[config.mk]
export PLATFORM = sky130hd
export DESIGN_NAME = chan_select_reg_flat
export DESIGN_NICKNAME = d
export VERILOG_FILES = /design/src/rtl/chan_select_reg_pkg.sv /design/src/rtl/chan_select_reg_if.sv /design/src/rtl/chan_select_reg_mux_n.sv /design/src/rtl/chan_select_reg.sv /design/src/flat_wrapper.sv
export SDC_FILE = /design/constraint.sdc
export NUM_CORES = 1
export LEC_CHECK = 0
export CAP_MARGIN = 20
export CORE_UTILIZATION = 33
export CTS_CLUSTER_DIAMETER = 120
export DETAILED_ROUTE_END_ITERATION = 6
export PLACE_DENSITY = 0.77
export REMOVE_ABC_BUFFERS = 1
export SYNTH_ARGS = -nofsm -noshare
export SYNTH_HDL_FRONTEND = slang
export SYNTH_SLANG_ARGS = --single-unit
[constraint.sdc]
create_clock -name clk -period 1.8 [get_ports clk]
set_input_delay 0.36 -clock clk [delete_from_list [all_inputs] [get_ports clk]]
set_output_delay 0.36 -clock clk [all_outputs]
set_load 0.01 [all_outputs]
[src/rtl/chan_select_reg_pkg.sv]
// rtl/chan_select_reg_pkg.sv - shared types for the registered N:1 channel selector
package chan_select_reg_pkg;

  // LIVE: follows ticks; PEND: switch waiting for a tick; FROZEN: display held
  typedef enum logic [1:0] {
    LIVE   = 2'd0,
    PEND   = 2'd1,
    FROZEN = 2'd2
  } csel_state_t;

  // Select width for a channel count; never below one bit
  function automatic int sel_width(input int nch);
    return (nch > 1) ? $clog2(nch) : 1;
  endfunction

endpackage

[src/rtl/chan_select_reg_if.sv]
// rtl/chan_select_reg_if.sv - channel/select/display bundle between counters and selector
interface chan_select_reg_if
  import chan_select_reg_pkg::*;
#(
  parameter int WIDTH = 16,
  parameter int NCH   = 4
);
  localparam int SELW = sel_width(NCH);

  logic [NCH*WIDTH-1:0] ch_data;
  logic [SELW-1:0]      sel;
  logic                 sel_req;
  logic                 tick;
  logic                 hold;
  logic [WIDTH-1:0]     out_data;
  logic [SELW-1:0]      out_sel;
  logic                 out_valid;
  logic                 pending;
  logic                 sel_err;

  // Driver side: counters and control feeding the selector
  modport master (
    output ch_data, sel, sel_req, tick, hold,
    input  out_data, out_sel, out_valid, pending, sel_err
  );

  // Selector side
  modport slave (
    input  ch_data, sel, sel_req, tick, hold,
    output out_data, out_sel, out_valid, pending, sel_err
  );

endinterface

[src/rtl/chan_select_reg_mux_n.sv]
// rtl/chan_select_reg_mux_n.sv - combinational N:1 word multiplexer
module mux_n
  import chan_select_reg_pkg::*;
#(
  parameter int WIDTH = 16,
  parameter int NCH   = 4,
  parameter int SELW  = sel_width(NCH)
) (
  input  logic [NCH*WIDTH-1:0] data_i,
  input  logic [SELW-1:0]      sel_i,
  output logic [WIDTH-1:0]     data_o
);

  // Compare against each channel index so an out-of-range select yields zero
  always_comb begin
    data_o = '0;
    for (int k = 0; k < NCH; k++) begin
      if (sel_i == SELW'(k)) data_o = data_i[k*WIDTH +: WIDTH];
    end
  end

endmodule

[src/rtl/chan_select_reg.sv]
// rtl/chan_select_reg.sv - registered N:1 channel selector with tick-deferred switching and hold
module chan_select_reg
  import chan_select_reg_pkg::*;
#(
  parameter int WIDTH = 16,
  parameter int NCH   = 4
) (
  input  logic               clk,
  input  logic               rst_n,
  chan_select_reg_if.slave   bus
);

  localparam int          SELW  = sel_width(NCH);
  localparam logic [31:0] NCH_U = NCH;

  csel_state_t      state_q, state_d;
  logic             pend_q, pend_d;
  logic [SELW-1:0]  pend_sel_q, pend_sel_d;
  logic [SELW-1:0]  out_sel_q, out_sel_d;
  logic [WIDTH-1:0] out_data_q, out_data_d;
  logic             out_valid_q, out_valid_d;
  logic             sel_err_q, sel_err_d;

  logic             sel_oob;
  logic             req_ok;
  logic [SELW-1:0]  mux_sel;
  logic [WIDTH-1:0] mux_data;

  assign sel_oob = ({{(32-SELW){1'b0}}, bus.sel} >= NCH_U);
  assign req_ok  = bus.sel_req & ~sel_oob;

  // In PEND the next tick shows the pending channel, otherwise the current one
  assign mux_sel = (state_q == PEND) ? pend_sel_q : out_sel_q;

  mux_n #(.WIDTH(WIDTH), .NCH(NCH), .SELW(SELW)) u_mux (
    .data_i (bus.ch_data),
    .sel_i  (mux_sel),
    .data_o (mux_data)
  );

  // Next-state and output-register update rules
  always_comb begin
    state_d     = state_q;
    pend_d      = pend_q;
    pend_sel_d  = pend_sel_q;
    out_sel_d   = out_sel_q;
    out_data_d  = out_data_q;
    out_valid_d = out_valid_q;
    sel_err_d   = bus.sel_req & sel_oob;

    // A valid request is always captured; only the state transition varies
    if (req_ok) pend_sel_d = bus.sel;

    case (state_q)
      LIVE: begin
        if (bus.hold) begin
          state_d = FROZEN;
          pend_d  = req_ok;
        end else begin
          if (bus.tick) begin
            out_data_d  = mux_data;
            out_valid_d = 1'b1;
          end
          if (req_ok) state_d = PEND;
        end
      end
      PEND: begin
        if (bus.hold) begin
          state_d = FROZEN;
          pend_d  = 1'b1;
        end else if (bus.tick) begin
          out_sel_d   = pend_sel_q;
          out_data_d  = mux_data;
          out_valid_d = 1'b1;
          state_d     = req_ok ? PEND : LIVE;
        end
      end
      FROZEN: begin
        if (!bus.hold) begin
          state_d = (pend_q | req_ok) ? PEND : LIVE;
          pend_d  = 1'b0;
        end else if (req_ok) begin
          pend_d = 1'b1;
        end
      end
      default: begin
        state_d = LIVE;
        pend_d  = 1'b0;
      end
    endcase
  end

  // State and output registers; reset discards any pending switch
  always_ff @(posedge clk or negedge rst_n) begin
    if (!rst_n) begin
      state_q     <= LIVE;
      pend_q      <= 1'b0;
      pend_sel_q  <= '0;
      out_sel_q   <= '0;
      out_data_q  <= '0;
      out_valid_q <= 1'b0;
      sel_err_q   <= 1'b0;
    end else begin
      state_q     <= state_d;
      pend_q      <= pend_d;
      pend_sel_q  <= pend_sel_d;
      out_sel_q   <= out_sel_d;
      out_data_q  <= out_data_d;
      out_valid_q <= out_valid_d;
      sel_err_q   <= sel_err_d;
    end
  end

  assign bus.out_data  = out_data_q;
  assign bus.out_sel   = out_sel_q;
  assign bus.out_valid = out_valid_q;
  assign bus.sel_err   = sel_err_q;
  assign bus.pending   = (state_q == PEND) | ((state_q == FROZEN) & pend_q);

endmodule

[src/flat_wrapper.sv]
// flat-port wrapper written by rule: the top's interface ports become plain ports
module chan_select_reg_flat import chan_select_reg_pkg::*;
#(
  parameter int WIDTH = 16,
  parameter int NCH   = 4
)
  (clk, rst_n, bus_ch_data, bus_sel, bus_sel_req, bus_tick, bus_hold, bus_out_data, bus_out_sel, bus_out_valid, bus_pending, bus_sel_err);
  chan_select_reg_if #(.WIDTH(WIDTH), .NCH(NCH)) bus_i ();
  input  logic clk;
  input  logic rst_n;
  input wire logic [$bits(bus_i.ch_data)-1:0] bus_ch_data;
  input wire logic [$bits(bus_i.sel)-1:0] bus_sel;
  input wire logic [$bits(bus_i.sel_req)-1:0] bus_sel_req;
  input wire logic [$bits(bus_i.tick)-1:0] bus_tick;
  input wire logic [$bits(bus_i.hold)-1:0] bus_hold;
  output wire logic [$bits(bus_i.out_data)-1:0] bus_out_data;
  output wire logic [$bits(bus_i.out_sel)-1:0] bus_out_sel;
  output wire logic [$bits(bus_i.out_valid)-1:0] bus_out_valid;
  output wire logic [$bits(bus_i.pending)-1:0] bus_pending;
  output wire logic [$bits(bus_i.sel_err)-1:0] bus_sel_err;
  assign bus_i.ch_data = bus_ch_data;
  assign bus_i.sel = bus_sel;
  assign bus_i.sel_req = bus_sel_req;
  assign bus_i.tick = bus_tick;
  assign bus_i.hold = bus_hold;
  assign bus_out_data = bus_i.out_data;
  assign bus_out_sel = bus_i.out_sel;
  assign bus_out_valid = bus_i.out_valid;
  assign bus_pending = bus_i.pending;
  assign bus_sel_err = bus_i.sel_err;
  chan_select_reg #(.WIDTH(WIDTH), .NCH(NCH)) u_core (.clk(clk), .rst_n(rst_n), .bus(bus_i));
endmodule
After elaboration in Yosys (flattened, before gate mapping)
Cells that the tools add are included.
- register bits after elaboration: 24
- bits in latches: 0
- bits in writable memories: 0
- ROM bits: 0
- input bits: 71
- memories kept: 0
- add/subtract/negate cells: 0
- multipliers: 0
- divide/modulo/power cells: 0
- $lt $le $gt $ge: 0
- equal/unequal tests: 11
- shifts and indexed selects: 0
- muxes and demuxes: 18
- bitwise operators: 4
- reductions and logical operators: 7
- operators by type and width (kind ; count):
    $mux 16 ; 4
    $mux 2 ; 6
    $reduce_and 3->1 ; 4
    $ne 3x3->1 const B ; 3
    $eq 2x2->1 const B ; 3
    $mux 1 ; 6
    $ne 2x2->1 const B ; 3
    $pmux 2 s3 ; 1
    $eq 2x1->1 const B ; 2
    $logic_not 2->1 ; 2
    $pmux 1 s3 ; 1
    $or 1x1->1 ; 2
    $reduce_or 2->1 ; 1
    $and 1x1->1 ; 1
    $not 1->1 ; 1

Depth between registers and ports, before layout
Gate-level depths: netlist of the first run.
- depth after elaboration: 7
- depth in mapped cells: 7
- mapped depth without buffers: 4

Modules after synthesis
From an unflattened synthesis of the first run, not the netlist that was laid out.
- cell total of the unflattened synthesis: 83
- area, all modules: 1406.3 um2
- by module, submodules not included (module ; times used ; cells each ; area an instance (um2) ; seq. area each (um2)):
    chan_select_reg ; 1 ; 63 ; 982.2 ; 600.6
    mux_n ; 1 ; 20 ; 424.2 ; 0.0

Worst setup path before layout of the first run
OpenSTA, ideal clock, no wires.
- path kind: register to register
- start point: register u_core.state_q[1]
- end point: register u_core.out_data_q[0] (netlist: u_core.bus.out_data[0])
- library setup time: 0.128 ns
- data arrival time: 1.635 ns
- required time: 1.672 ns
- path slack: 0.037 ns
- stages on the path, launching flop included: 8
- cells stage by stage: dfrtp_1 > buf_6 > nand2b_4 > buf_6 > mux2_4 > buf_6 > mux2_4 > a2bb2oi_1
- cells in the longest elaborated chain, start to end: 7
- elaborated cells between the ends (all ways): 13
- classes of those cells: eq/ne (4); mux (5); reduce/logical (4)
- RTL lines (element ; line ; text):
    start, declared ; chan_select_reg.sv:16 ; csel_state_t state_q, state_d;
    start signal, assigned ; chan_select_reg.sv:104 ; state_q <= state_d;
    $eq 2x1->1 ; chan_select_reg.sv:33, chan_select_reg.sv:54 ;
    $mux 2 ; chan_select_reg.sv:33 ; assign mux_sel = (state_q == PEND) ? pend_sel_q : out_sel_q;
    $logic_not 2->1 ; chan_select_reg_mux_n.sv:18 ; if (sel_i == SELW'(k)) data_o = data_i[k*WIDTH +: WIDTH];
    $mux 16 (4 in series) ; chan_select_reg_mux_n.sv:18 ;
    end signal, assigned ; chan_select_reg.sv:108 ; out_data_q <= out_data_d;
    end, declared ; chan_select_reg.sv:20 ; logic [WIDTH-1:0] out_data_q, out_data_d;
Several ways; a longest one is shown, not always the timed one.
A chain may end at the register's enable or synchronous reset.

Worst setup path after layout of the first run
- start point: register u_core.state_q[0]
- end point: register u_core.out_data_q[15] (netlist: u_core.bus.out_data[15])
Same word-level chain as after synthesis.

==> flow_results.org, run 1 <==
** STA
- After routing, the total negative slack on setup checks comes to 0 ps.
- For the pin with the worst max-slew slack, the measured transition is 512 ps.
- Final clock period utilization by the worst path :: 94.6%
- Final setup margin :: 96.4 ps
- Slew margin rel. :: 65.9%
- Finish-stage setup viols :: 0
- Based on the critical path, the design can be clocked at up to 0.587 GHz.
- Worst clock skew :: 1.21 ps
- Subtracting the final worst setup slack from the clock period gives 1700 ps.
- The number of pins with negative max-slew slack in the final report came to 0.
- RSZ-0062 raised after global routing :: no
- Final hold violation count :: 0

** Power and ir drop
- Power consumption :: 2.12 mW
- Cell Pwr Density :: 852 nW/µm²
- The worst-case IR drop observed on VDD is 0.384 mV.
- In this run the static leakage power is 1.02 nW.

** Route
- Total length of routed wires :: 4270 µm
- Detailed-route via count :: 1,418
- In this run, the number of DRC markers left after iteration 0 of detailed routing was 47.
- The first detailed-routing pass took 4 iterations.
- For this run, design rule violations remaining after detail routing come to 0.
- In the final routed layout, each cell accounts on average for 15.7 µm.
- Vias per inst :: 5.21
- The detail route stage leaves a number of antenna-violating nets equal to 0.

** Placed design
- The wire-length estimate of the detail-placed layout is 3280 µm.
- Pre-CTS setup slack :: -81.9 ps
- The count of buffers added on input and output ports is 90.
- Placer congestion estimate :: 0.796

** Yosys
- Combined area of all synthesized cells :: 1450 µm²
- The synthesized netlist devotes 23.4% of its cell area to compound gates.
- Summing the areas of all fa, ha and maj instances in the mapped netlist gives 0% of the synthesized area.
- Simple-gate area share of the yosys netlist :: 9.74%
- Each instance of the synthesized netlist takes up on average 11.3 µm².
- Counting instances in the post-synthesis netlist gives the leading cell types as sky130_fd_sc_hd__dfrtp_1, sky130_fd_sc_hd__nand2_1, sky130_fd_sc_hd__a2bb2oi_1, sky130_fd_sc_hd__o221ai_1, sky130_fd_sc_hd__mux2_4.
- Sequential-to-total area share from yosys stat :: 41.4%
- Number of synthesized register bits :: 24
- Multiplexer share of the synthesized area :: 19.8%
- Largest family of logic cells by synthesized area :: compound AO/OA/AOI/OAI gates
- Yosys synthesis warning count :: 0
- Synthesis produced 128 cells.
- Counting flops with a built-in enable in the synthesized netlist gives 0.
- Parity-gate share of the synthesized area counting xor and xnor cells :: 0%
- Yosys top cell by area :: sky130_fd_sc_hd__dfrtp_1
- In the synthesized netlist the async set-or-reset flop fraction comes to 100%.
- Top cells by area, synth :: sky130_fd_sc_hd__dfrtp_1, sky130_fd_sc_hd__mux2_4, sky130_fd_sc_hd__a2bb2oi_1, sky130_fd_sc_hd__o221ai_1, sky130_fd_sc_hd__mux2_2
- Among all flip-flop cells after synthesis, the most frequent one is sky130_fd_sc_hd__dfrtp_1.
- The netlist uses 26 different library cells.
- The most common cell in the synthesized netlist is sky130_fd_sc_hd__dfrtp_1.
- Post-synth top area share :: 41.4%

** Floorplan
- Starting density of the core :: 35.3%
- The die is 68.3 µm wide.
- During I/O placement, the number of pins put on the boundary was 92.
- In this run the vertical extent of the chip is 68.3 µm.
- Count of standard-cell rows :: 23
- In this run the standard cell core region covers 4120 µm².
- The floorplan step defined a die boundary enclosing 4670 µm².

** Clock network
- CTS saw 24 sinks.
- H-Tree Depth :: 1
- Clock slew at reported path FFs :: 80 ps
- Maximum number of buffers from clock root to sink :: 2
- Post-CTS timing repair inserted 0 buffers for setup.
- Buffer type at the clock tree root :: sky130_fd_sc_hd__clkbuf_8
- TritonCTS built the clock tree.
- Total CTS buffers :: 3
- Clock latency on the worst-skew pair, taken at its later pin, is 260 ps.

** Final layout
- From synthesis to final layout, the design area changed by 71.5%.
- Number of fillers in the final layout :: 355
- 0 antenna diodes ended up in the layout.
- Final Net Count :: 295
- Fin util :: 60.5%
- Share of layout cells above drive strength 1 :: 18.0%

** Hold path
- The worst hold path belongs to the class in2async.

** Worst setup path
- Data on the critical path is required at its endpoint by 1940 ps.
- In this run the register-to-register setup slack is 100 ps.
- Type of the worst setup path :: reg2reg
- Startpoint type of the worst setup path :: flop
- Crit Reg-Reg Startpoint :: u_core.state_q[0]$_DFFE_PN0P_
- Reg2Reg Depth :: 4
- In this run the critical register-to-register path is captured at u_core.bus.out_data[15]$_DFFE_PN0P_.
- Tracing the worst setup path back leads to its startpoint at u_core.state_q[0]$_DFFE_PN0P_.
- STA classifies the critical path endpoint as a flop.
- Critical Path Fanout Max :: 16
- Arrival time at the worst endpoint :: 1840 ps

** Global route
- First-pass GRT wire length :: 6860 µm
- Remaining global-route overflow :: 0
- Global routing used 19.7% of the available tracks.
- Largest net degree at the start of global routing :: 25
- The number of global-route vias before repair is 1,492.
- Initial antenna violation count :: 0

** Run status
- The run finished with clean final reports.

** Flow run
- Count of maximum capacitance violations :: 0
## worst max-delay path, cell delays in order (launching register included)
cell                        delay (ps)
sky130_fd_sc_hd__dfrtp_1           510
sky130_fd_sc_hd__nand2b_4          130
sky130_fd_sc_hd__mux2_4            420
sky130_fd_sc_hd__mux2_2            380
sky130_fd_sc_hd__a2bb2oi_1         130
## per-layer routing
metal  up-vias  part of all wire, %  global-route usage, %
li1        684                    -                      -
met1       681                   40                   23.4
met2        51                   52                   35.5
met3         2                  7.7                   5.17
met4         0                 0.33                   3.39
met5         -                    0                      0
## state kept, by name (all words and copies together) (netlist names)
signal	cells
u_core.bus.out_data	16
u_core.bus.out_valid	1
u_core.state_q	2
u_core.pend_q	1
u_core.pend_sel_q	2
u_core.bus.out_sel	2
## metrics by stage
step | instance area (µm²) | cells | hold WS (ps)
3_3_place_gp | 2430 | 269 | 449
6_report | 2490 | 272 | 458
4_1_cts | 2480 | 272 | 468
5_1_grt | 2490 | 272 | 489
3_5_place_dp | 2430 | 269 | 452
2_1_floorplan | 1380 | 118 | 64.4
## cells in the final DEF (no fill, tap or decap)
master,Yosys,routed
sky130_fd_sc_hd__a31oi_2,1,1
sky130_fd_sc_hd__buf_4,2,11
sky130_fd_sc_hd__o221ai_1,16,16
sky130_fd_sc_hd__o22a_1,1,1
sky130_fd_sc_hd__a31oi_4,0,1
sky130_fd_sc_hd__mux2_2,10,10
sky130_fd_sc_hd__nor4bb_2,0,1
sky130_fd_sc_hd__mux2i_1,1,1
sky130_fd_sc_hd__nor3_2,1,1
sky130_fd_sc_hd__conb_1,1,1
sky130_fd_sc_hd__dlygate4sd2_1,0,1
sky130_fd_sc_hd__nand2b_4,1,1
sky130_fd_sc_hd__clkbuf_8,0,3
sky130_fd_sc_hd__or3_1,1,1
sky130_fd_sc_hd__and4b_1,1,1
sky130_fd_sc_hd__inv_1,2,2
sky130_fd_sc_hd__mux2_4,11,11
sky130_fd_sc_hd__a2bb2oi_1,16,16
sky130_fd_sc_hd__nand2b_1,2,2
sky130_fd_sc_hd__nand2_1,20,20
sky130_fd_sc_hd__clkdlybuf4s50_1,0,89
sky130_fd_sc_hd__a21oi_1,2,2
sky130_fd_sc_hd__o21ai_0,3,3
sky130_fd_sc_hd__nor2_1,1,1
sky130_fd_sc_hd__a21boi_0,1,1
sky130_fd_sc_hd__dfrtp_1,24,24
## how the worst max path moves through the flow
stage / end / slack, ps / depth (start not counted)
after floorplan: u_core.bus.out_data[0]$_DFFE_PN0P_ / 10 / 3
after global placement: u_core.bus.out_data[3]$_DFFE_PN0P_ / -20 / 5
after detailed placement: u_core.bus.out_data[6]$_DFFE_PN0P_ / -80 / 4
after CTS: u_core.bus.out_data[15]$_DFFE_PN0P_ / 40 / 5
after global routing: u_core.bus.out_data[5]$_DFFE_PN0P_ / 20 / 4
final: u_core.bus.out_data[15]$_DFFE_PN0P_ / 100 / 4
## power breakdown
group	leakage (nW)	switching, mW	total [mW]	internal [mW]
combinational	0.713	0.414	1.05	0.636
clock	0.0216	0.162	0.311	0.150
sequential	0.288	0.0951	0.759	0.664
total	1.02	0.671	2.12	1.45
## cell families (layout without fill, tap and decap cells)
logic type,after synthesis,count (layout)
AOI/OAI and AO/OA,41,41
buffers and inverters,12,106
DFF,24,24
muxes,22,22
other,1,1
and+or+nand+nor,28,28
## layout make-up
type	instances	area [µm²]	share of cell area, %
timing repair buffer	101	982	39.5
inverter	2	7.51	0.302
clock buffer	3	41.3	1.66
sequential	24	601	24.1
multi-input combinational	92	795	31.9
tap	50	62.6	2.51
## what timing repair did
item	4_1_cts	5_1_grt
endpoints found under the setup margin	17	8
hold buffers	0	0
resized for setup	2	1
No activity file was read; power rests on OpenSTA's default activity.
==> inputs of run 2 (changes only) <==
==> constraint.sdc (replaced) <==
create_clock -name clk -period 1.8 [get_ports clk]
set_input_delay 0.18 -clock clk [delete_from_list [all_inputs] [get_ports clk]]
set_output_delay 0.18 -clock clk [all_outputs]
set_load 0.01 [all_outputs]
==> flow_results.org, run 2 (synthesis results as in run 1) <==
** Clock network
- Clock tree from TritonCTS :: done
- Insertion delay to the later sink of the worst-skew pair :: 260 ps (about the same)
- Clock slew at reported path FFs :: 80 ps (about the same)
- The clock sink count came to 24 (unchanged).
- Maximum number of buffers from clock root to sink :: 2 (unchanged)
- Total CTS buffers :: 3 (unchanged)
- The post-CTS setup-driven buffer insertion count came to 0 (unchanged).
- The number of buffers inserted by hold repair at cts came to 0 (unchanged).
- The total number of H-tree levels is 1 (unchanged).
- Clock tree synthesis selected as its root buffer the cell sky130_fd_sc_hd__clkbuf_8.

** Route
- The antenna violation net count after detailed routing came to 0 (unchanged).
- Number of detailed-routing iterations run before antenna repair :: 4 (unchanged)
- The first-iteration detailed-routing DRC count was 40 (-15%).
- Average routed wire per standard cell :: 14.9 µm (-4.7%)
- The total via count after detailed routing came to 1,405 (-0.92%).
- The DRC violation count after routing is 0 (unchanged).
- The detail-routed via count per cell is 5.13 (-1.6%).
- The total length of routed wires was 4090 µm (-4.0%).

** Final layout
- The number of antenna repair diodes came to 0 (unchanged).
- The final non-filler cell total was 274 (+0.74%).
- The count of nets after finishing is 296 (+0.34%).
- The end-of-flow core utilization is 61.1% (+0.61 points).
- Layout Cell Area excl Fill :: 2510 µm² (+1.0%)
- Leaving out fill and tap cells, the most frequent cell in the layout is sky130_fd_sc_hd__clkdlybuf4s50_1.
- The number of flip-flops in the largest register is 16 (unchanged).
- In the layout the commonest cells are sky130_fd_sc_hd__clkdlybuf4s50_1, sky130_fd_sc_hd__dfrtp_1, sky130_fd_sc_hd__nand2_1, sky130_fd_sc_hd__o221ai_1, sky130_fd_sc_hd__a2bb2oi_1.
- Share of layout cells above drive strength 1 :: 18.8% (+0.73 points)
- Compared with the post-synthesis result, the final layout area differs by 73.2%.

** STA
- Min Clock Period, post-route :: 1600 ps (-105 ps)
- The number of hold violations in the final report is 0 (unchanged).
- Maximum frequency from static timing analysis :: 0.626 GHz (+6.6%)
- The worst hold margin came to 275 ps (-183 ps).
- The remaining max-slew budget at the tightest pin is 65.8% (-0.11 points).
- The total of endpoints with negative setup slack in the final report was 0 (unchanged).
- RSZ-0062 raised after global routing :: no
- Final clock period utilization by the worst path :: 88.8% (-5.8 points)
- Setup total negative slack :: 0 ps (unchanged)
- Number of pins with negative max-slew slack in the final report :: 0 (unchanged)
- Final setup margin :: 202 ps (+105 ps)
- The actual transition at the worst max-transition pin came to 513 ps (+1.70 ps).
- Worst clock skew :: 2.37 ps (+1.15 ps)

** Floorplan
- # IOs :: 92 (unchanged)
- The number of standard-cell rows in the floorplan is 23 (unchanged).
- DIE AREA :: 4670 µm² (unchanged)
- The vertical extent of the die came to 68.3 µm (unchanged).
- Die width :: 68.3 µm (unchanged)
- The area of the core was 4120 µm² (unchanged).
- Starting density of the core :: 35.3% (unchanged)

** Placed design
- The HPWL reported at the end of detailed placement is 3120 µm (-4.9%).
- The count of buffers inserted at the top-level ports was 90 (unchanged).
- Placer congestion estimate :: 0.811 (+1.9%)
- The count of placed standard cells including taps came to 270 (+0.37%).
- The worst setup timing slack at the placement stage was -27.0 ps (+54.9 ps).
- Area after detailed placement :: 2440 µm² (+0.31%)

** Power and ir drop
- Power consumption :: 2.17 mW (+2.5%)
- Static power due to leakage :: 1.05 nW (+2.2%)
- The power per standard cell area was 865 nW/µm² (+1.5%).
- Largest vdd supply drop :: 0.458 mV (+19%)

** Worst setup path
- Arrival time at the worst endpoint :: 1740 ps (-100 ps)
- The critical path is of the reg2reg type.
- Worst reg-to-reg setup slack :: 200 ps (+110 ps)
- Data required time at the worst endpoint :: 1940 ps (about the same)
- STA classifies the critical path endpoint as a flop.
- Critical Path Fanout Max :: 16 (unchanged)
- The worst setup path is launched from a flop.

** Global route
- Remaining global-route overflow :: 0 (unchanged)
- First-pass GRT wire length :: 6710 µm (-2.2%)
- The pin count of the biggest net entering global routing is 25 (unchanged).
- Total routing resource utilization after global routing :: 19.3% (-0.36 points)
- Vias in the first global route :: 1,419 (-4.9%)
- The number of antenna violations at the first check in global routing was 0 (unchanged).

** Hold path
- In this run the worst hold path is classified as in2async.

** Flow run
- Count of maximum capacitance violations :: 0 (unchanged)

** Run status
- Run status :: finished clean
-- run 2: cell count changes in the layout (fill, tap and decap cells not counted) --
cell and change:
sky130_fd_sc_hd__clkbuf_8 +1, sky130_fd_sc_hd__o21ai_1 +1, sky130_fd_sc_hd__buf_4 +1, sky130_fd_sc_hd__dlygate4sd2_1 -1, sky130_fd_sc_hd__dlymetal6s2s_1 +1, sky130_fd_sc_hd__o21ai_0 -1
-- run 2: path summary, 6_finish.rpt --
kind,from,end,cells after the start
setup / recovery,u_core.state_q[1]$_DFFE_PN0P_,u_core.bus.out_data[12]$_DFFE_PN0P_,4
hold / removal,rst_n,u_core.pend_sel_q[0]$_DFFE_PN0P_,2
setup reg to reg,u_core.state_q[1]$_DFFE_PN0P_,u_core.bus.out_data[12]$_DFFE_PN0P_,4
hold reg to reg,u_core.bus.out_valid$_DFFE_PN0P_,u_core.bus.out_valid$_DFFE_PN0P_,1
max in group asynchronous,rst_n,u_core.bus.out_data[12]$_DFFE_PN0P_,2
min in group clk,u_core.bus.out_valid$_DFFE_PN0P_,u_core.bus.out_valid$_DFFE_PN0P_,1
-- run 2: cell type report --
type / count / area, µm²
Clock buffer: 4 / 55.1
Tap cell: 50 / 62.6
Multi-Input combinational cell: 92 / 795
Sequential cell: 24 / 601
Fill cell: 346 / 1600
Timing Repair Buffer: 102 / 993
Inverter: 2 / 7.51
-- run 2: routing by layer --
layer / share of wire (%) / vias up / global-route usage (%)
met1: 46 / 664 / 25.4
met4: 0.37 / 0 / 3.65
met5: 0 / - / 0
met2: 47 / 53 / 31.7
li1: - / 686 / -
met3: 6.4 / 2 / 5.17
-- run 2: report_power, final --
part	total (mW)	switching [mW]	internal (mW)
registers	0.758	0.0947	0.664
clock network	0.365	0.170	0.195
logic	1.05	0.405	0.645
-- run 2: repair_timing --
item	CTS	global route
resized for setup	2	2
setup endpoints to repair	4	3
gates cloned	0	0
pin swaps	0	0
-- run 2: worst max-delay path: stages, from the launching register on --
cell	delay, ps
sky130_fd_sc_hd__dfrtp_1	380
sky130_fd_sc_hd__nand2b_4	180
sky130_fd_sc_hd__mux2_4	440
sky130_fd_sc_hd__mux2_4	330
sky130_fd_sc_hd__a2bb2oi_1	130
==> inputs of run 3 (changes only) <==
CORE_UTILIZATION = 39   (was 33)
PLACE_DENSITY = 0.85   (was 0.77)
clock period = 1.99 ns   (was 1.8 ns; I/O delays follow)
==> flow_results.org, run 3 (synthesis results as in run 1) <==
** Hold path
- Hold crit path type :: in2async

** Clock network
- The number of buffers on the longest clock path was 2 (unchanged).
- The clock transition at the register clock pins on the worst setup and hold paths after CTS is 80 ps (about the same).
- Total CTS buffers :: 3 (unchanged)
- H-Tree Depth :: 1 (unchanged)
- Clock tree from TritonCTS :: done
- The clock insertion delay at the later pin of the skew report is 270 ps (about the same).
- The clock sink count was 24 (unchanged).
- Buffer type at the clock tree root :: sky130_fd_sc_hd__clkbuf_8
- Setup fix buffers added after clock tree synthesis :: 0 (unchanged)

** Floorplan
- Die width :: 63.0 µm (-7.8%)
- Starting density of the core :: 42.2% (+6.9 points)
- The vertical extent of the die came to 63.0 µm (-7.8%).
- Placeable core region :: 3440 µm² (-16%)
- The die outline area came to 3970 µm² (-15%).
- # IOs :: 92 (unchanged)
- Count of standard-cell rows :: 21 (-8.7%)

** Final layout
- Leaving out fill and tap cells, the most frequent cells in the layout are sky130_fd_sc_hd__clkdlybuf4s50_1, sky130_fd_sc_hd__dfrtp_1, sky130_fd_sc_hd__nand2_1, sky130_fd_sc_hd__o221ai_1, sky130_fd_sc_hd__a2bb2oi_1.
- Fin util :: 70.7% (+9.7 points)
- Leaving out fill and tap cells, the most frequent cell in the layout is sky130_fd_sc_hd__clkdlybuf4s50_1.
- The ratio of cells with drive above 1 in the final layout was 15.3% (-3.5 points).
- Flip-flop and latch area :: 602 µm² (+0.21%)
- The multi-input gate area in the final layout was 782 µm² (-1.6%).
- Final Net Count :: 288 (-2.7%)
- Number of flip-flops in the largest register :: 16 (unchanged)
- Cell Count, Final, Fillers Out :: 262 (-4.4%)
- The layout filler cell count came to 247 (-29%).
- Area growth, synth to finish :: 67.8%
- Diodes inserted :: 0 (unchanged)

** Worst setup path
- Data required time at the worst endpoint :: 1790 ps (-150 ps)
- Worst reg-to-reg setup slack :: 260 ps (+60 ps)
- The highest fanout seen on the critical path came to 10 (-6).
- STA classifies the critical path endpoint as an output pin.
- Startpoint type of the worst setup path :: flop
- Reg2Reg Depth :: 4 (unchanged)
- Arrival time at the worst endpoint :: 1680 ps (-60 ps)
- Type of the worst setup path :: reg2out
- In this run the critical register-to-register path is launched from u_core.state_q[1]$_DFFE_PN0P_.
- The endpoint identified for the worst register-to-register timing path is u_core.bus.out_data[6]$_DFFE_PN0P_.

** STA
- The actual transition at the worst max-transition pin is 618 ps (+105 ps).
- Final clock period utilization by the worst path :: 94.5%
- Worst clock skew :: 2.26 ps (-0.104 ps)
- The number of pins with negative max-slew slack in the final report came to 0 (unchanged).
- Timing would allow up to 0.532 GHz.
- Setup total negative slack :: 0 ps (unchanged)
- The total of endpoints with negative setup slack in the final report is 0 (unchanged).
- Final setup margin :: 109 ps (-92.6 ps)
- The number of hold violations in the final report came to 0 (unchanged).
- Setup repair after global routing left no endpoint under its margin.
- The smallest clock period supported by the final layout is computed as 1880 ps.
- Slew margin rel. :: 58.8% (-7.0 points)

** Power and ir drop
- Logic pwr share :: 47.8% (-0.5 points)
- Switching power share of the total :: 31.4% (+0.62 points)
- The overall power after layout came to 1.95 mW (-10%).
- Sequential fraction of design power :: 35.3% (+0.4 points)
- The internal portion of total power was 1.34 mW (-11%).
- Part of the power in the clock network :: 16.9% (about the same)
- Static power due to leakage :: 0.993 nW (-5.0%)
- Largest vdd supply drop :: 0.450 mV (-1.8%)
- Sw Pwr :: 0.613 mW (-8.5%)
- Cell Pwr Density :: 801 nW/µm² (-7.4%)

** Route
- Number of detailed-routing iterations run before antenna repair :: 4 (unchanged)
- Vias per inst :: 5.41 (+5.5%)
- Total length of routed wires :: 4660 µm (+14%)
- The DRC violation count after routing came to 0 (unchanged).
- The average wire per standard cell came to 17.8 µm (+19%).
- The first-iteration detailed-routing DRC count was 70 (+75%).
- The total via count after detailed routing came to 1,418 (+0.93%).
- The antenna violation net count after detailed routing is 0 (unchanged).

** Placed design
- The HPWL reported at the end of detailed placement came to 3450 µm (+10%).
- The final RePlAce weighted congestion came to 0.759 (-6.5%).
- Cell Count Post-Placement :: 258 (-4.4%)
- Input/output buffers :: 90 (unchanged)
- Pre-CTS setup slack :: 49.8 ps (+76.8 ps)

** Global route
- Vias in the first global route :: 1,447 (+2.0%)
- The total congestion overflow after global routing is 0 (unchanged).
- The global-route wire length before repair is 7160 µm (+6.7%).
- The combined global-route utilization of all metal layers was 23.4% (+4.0 points).
- Largest net degree at the start of global routing :: 25 (unchanged)
- Initial antenna violation count :: 0 (unchanged)

** Flow run
- Count of maximum capacitance violations :: 0 (unchanged)

** Run status
- The run finished with clean final reports.
==> run 3: changes by cell type in the layout (fill, tap and decap cells not counted), sizes merged <==
cell and change:
buf -8, clkdlybuf4s50 +1, dlymetal6s2s -1
==> run 3: what timing repair did <==
action	4_1_cts	5_1_grt
gates resized for setup	0	2
hold buffers	0	0
setup endpoints to repair	0	17
==> run 3: worst max-delay path by stage <==
stage / from / endpoint / slack, ps
finish: u_core.state_q[1]$_DFFE_PN0P_ / bus_pending / 110
global route: u_core.state_q[1]$_DFFE_PN0P_ / bus_pending / 70
CTS: u_core.state_q[1]$_DFFE_PN0P_ / u_core.bus.out_data[8]$_DFFE_PN0P_ / 20
detailed placement: u_core.state_q[1]$_DFFE_PN0P_ / u_core.bus.out_data[8]$_DFFE_PN0P_ / 50
global placement: u_core.state_q[1]$_DFFE_PN0P_ / u_core.bus.out_data[7]$_DFFE_PN0P_ / 200
floorplan: u_core.state_q[1]$_DFFE_PN0P_ / u_core.bus.out_data[0]$_DFFE_PN0P_ / 200
==> run 3: cell type report <==
class	instances	area share (%)
Timing Repair Buffer	94	38.2
Multi-Input combinational cell	92	32.1
Sequential cell	24	24.7
Tap cell	46	2.36
Clock buffer	4	2.26
Inverter	2	0.308
==> run 3: power by group through the flow <==
stage | combinational [mW] | sequential, mW | clock (mW)
after floorplan | 0.403 | 0.732 | 0
after global placement | 0.899 | 0.686 | 0
after detailed placement | 0.922 | 0.694 | 0
after CTS | 0.927 | 0.684 | 0.335
after global routing | 0.994 | 0.700 | 0.355
final | 0.932 | 0.688 | 0.330
==> run 3: worst max-delay path: stages (launching register included) <==
cell                              delay [ps]
sky130_fd_sc_hd__dfrtp_2                 470
sky130_fd_sc_hd__nand2b_4                200
sky130_fd_sc_hd__o21ai_0                 140
sky130_fd_sc_hd__clkdlybuf4s50_1         590
==> run 3: metal layers <==
metal | share of wire [%] | routed length (µm) | vias to the layer above | track usage, %
met4 | 0.94 | 44 | 0 | 6.98
li1 | - | - | 671 | -
met5 | 0 | 0 | - | 0
met2 | 52 | 2420 | 65 | 41.8
met3 | 7.0 | 325 | 4 | 4.56
met1 | 40 | 1870 | 678 | 27.8
==> run 3: per-stage QoR <==
stage | area, µm² | hold slack (ps)
after floorplan | 1380 | -96.6
after global placement | 2370 | 464
after detailed placement | 2370 | 474
after CTS | 2420 | 296
after global routing | 2430 | 319
final | 2430 | 283
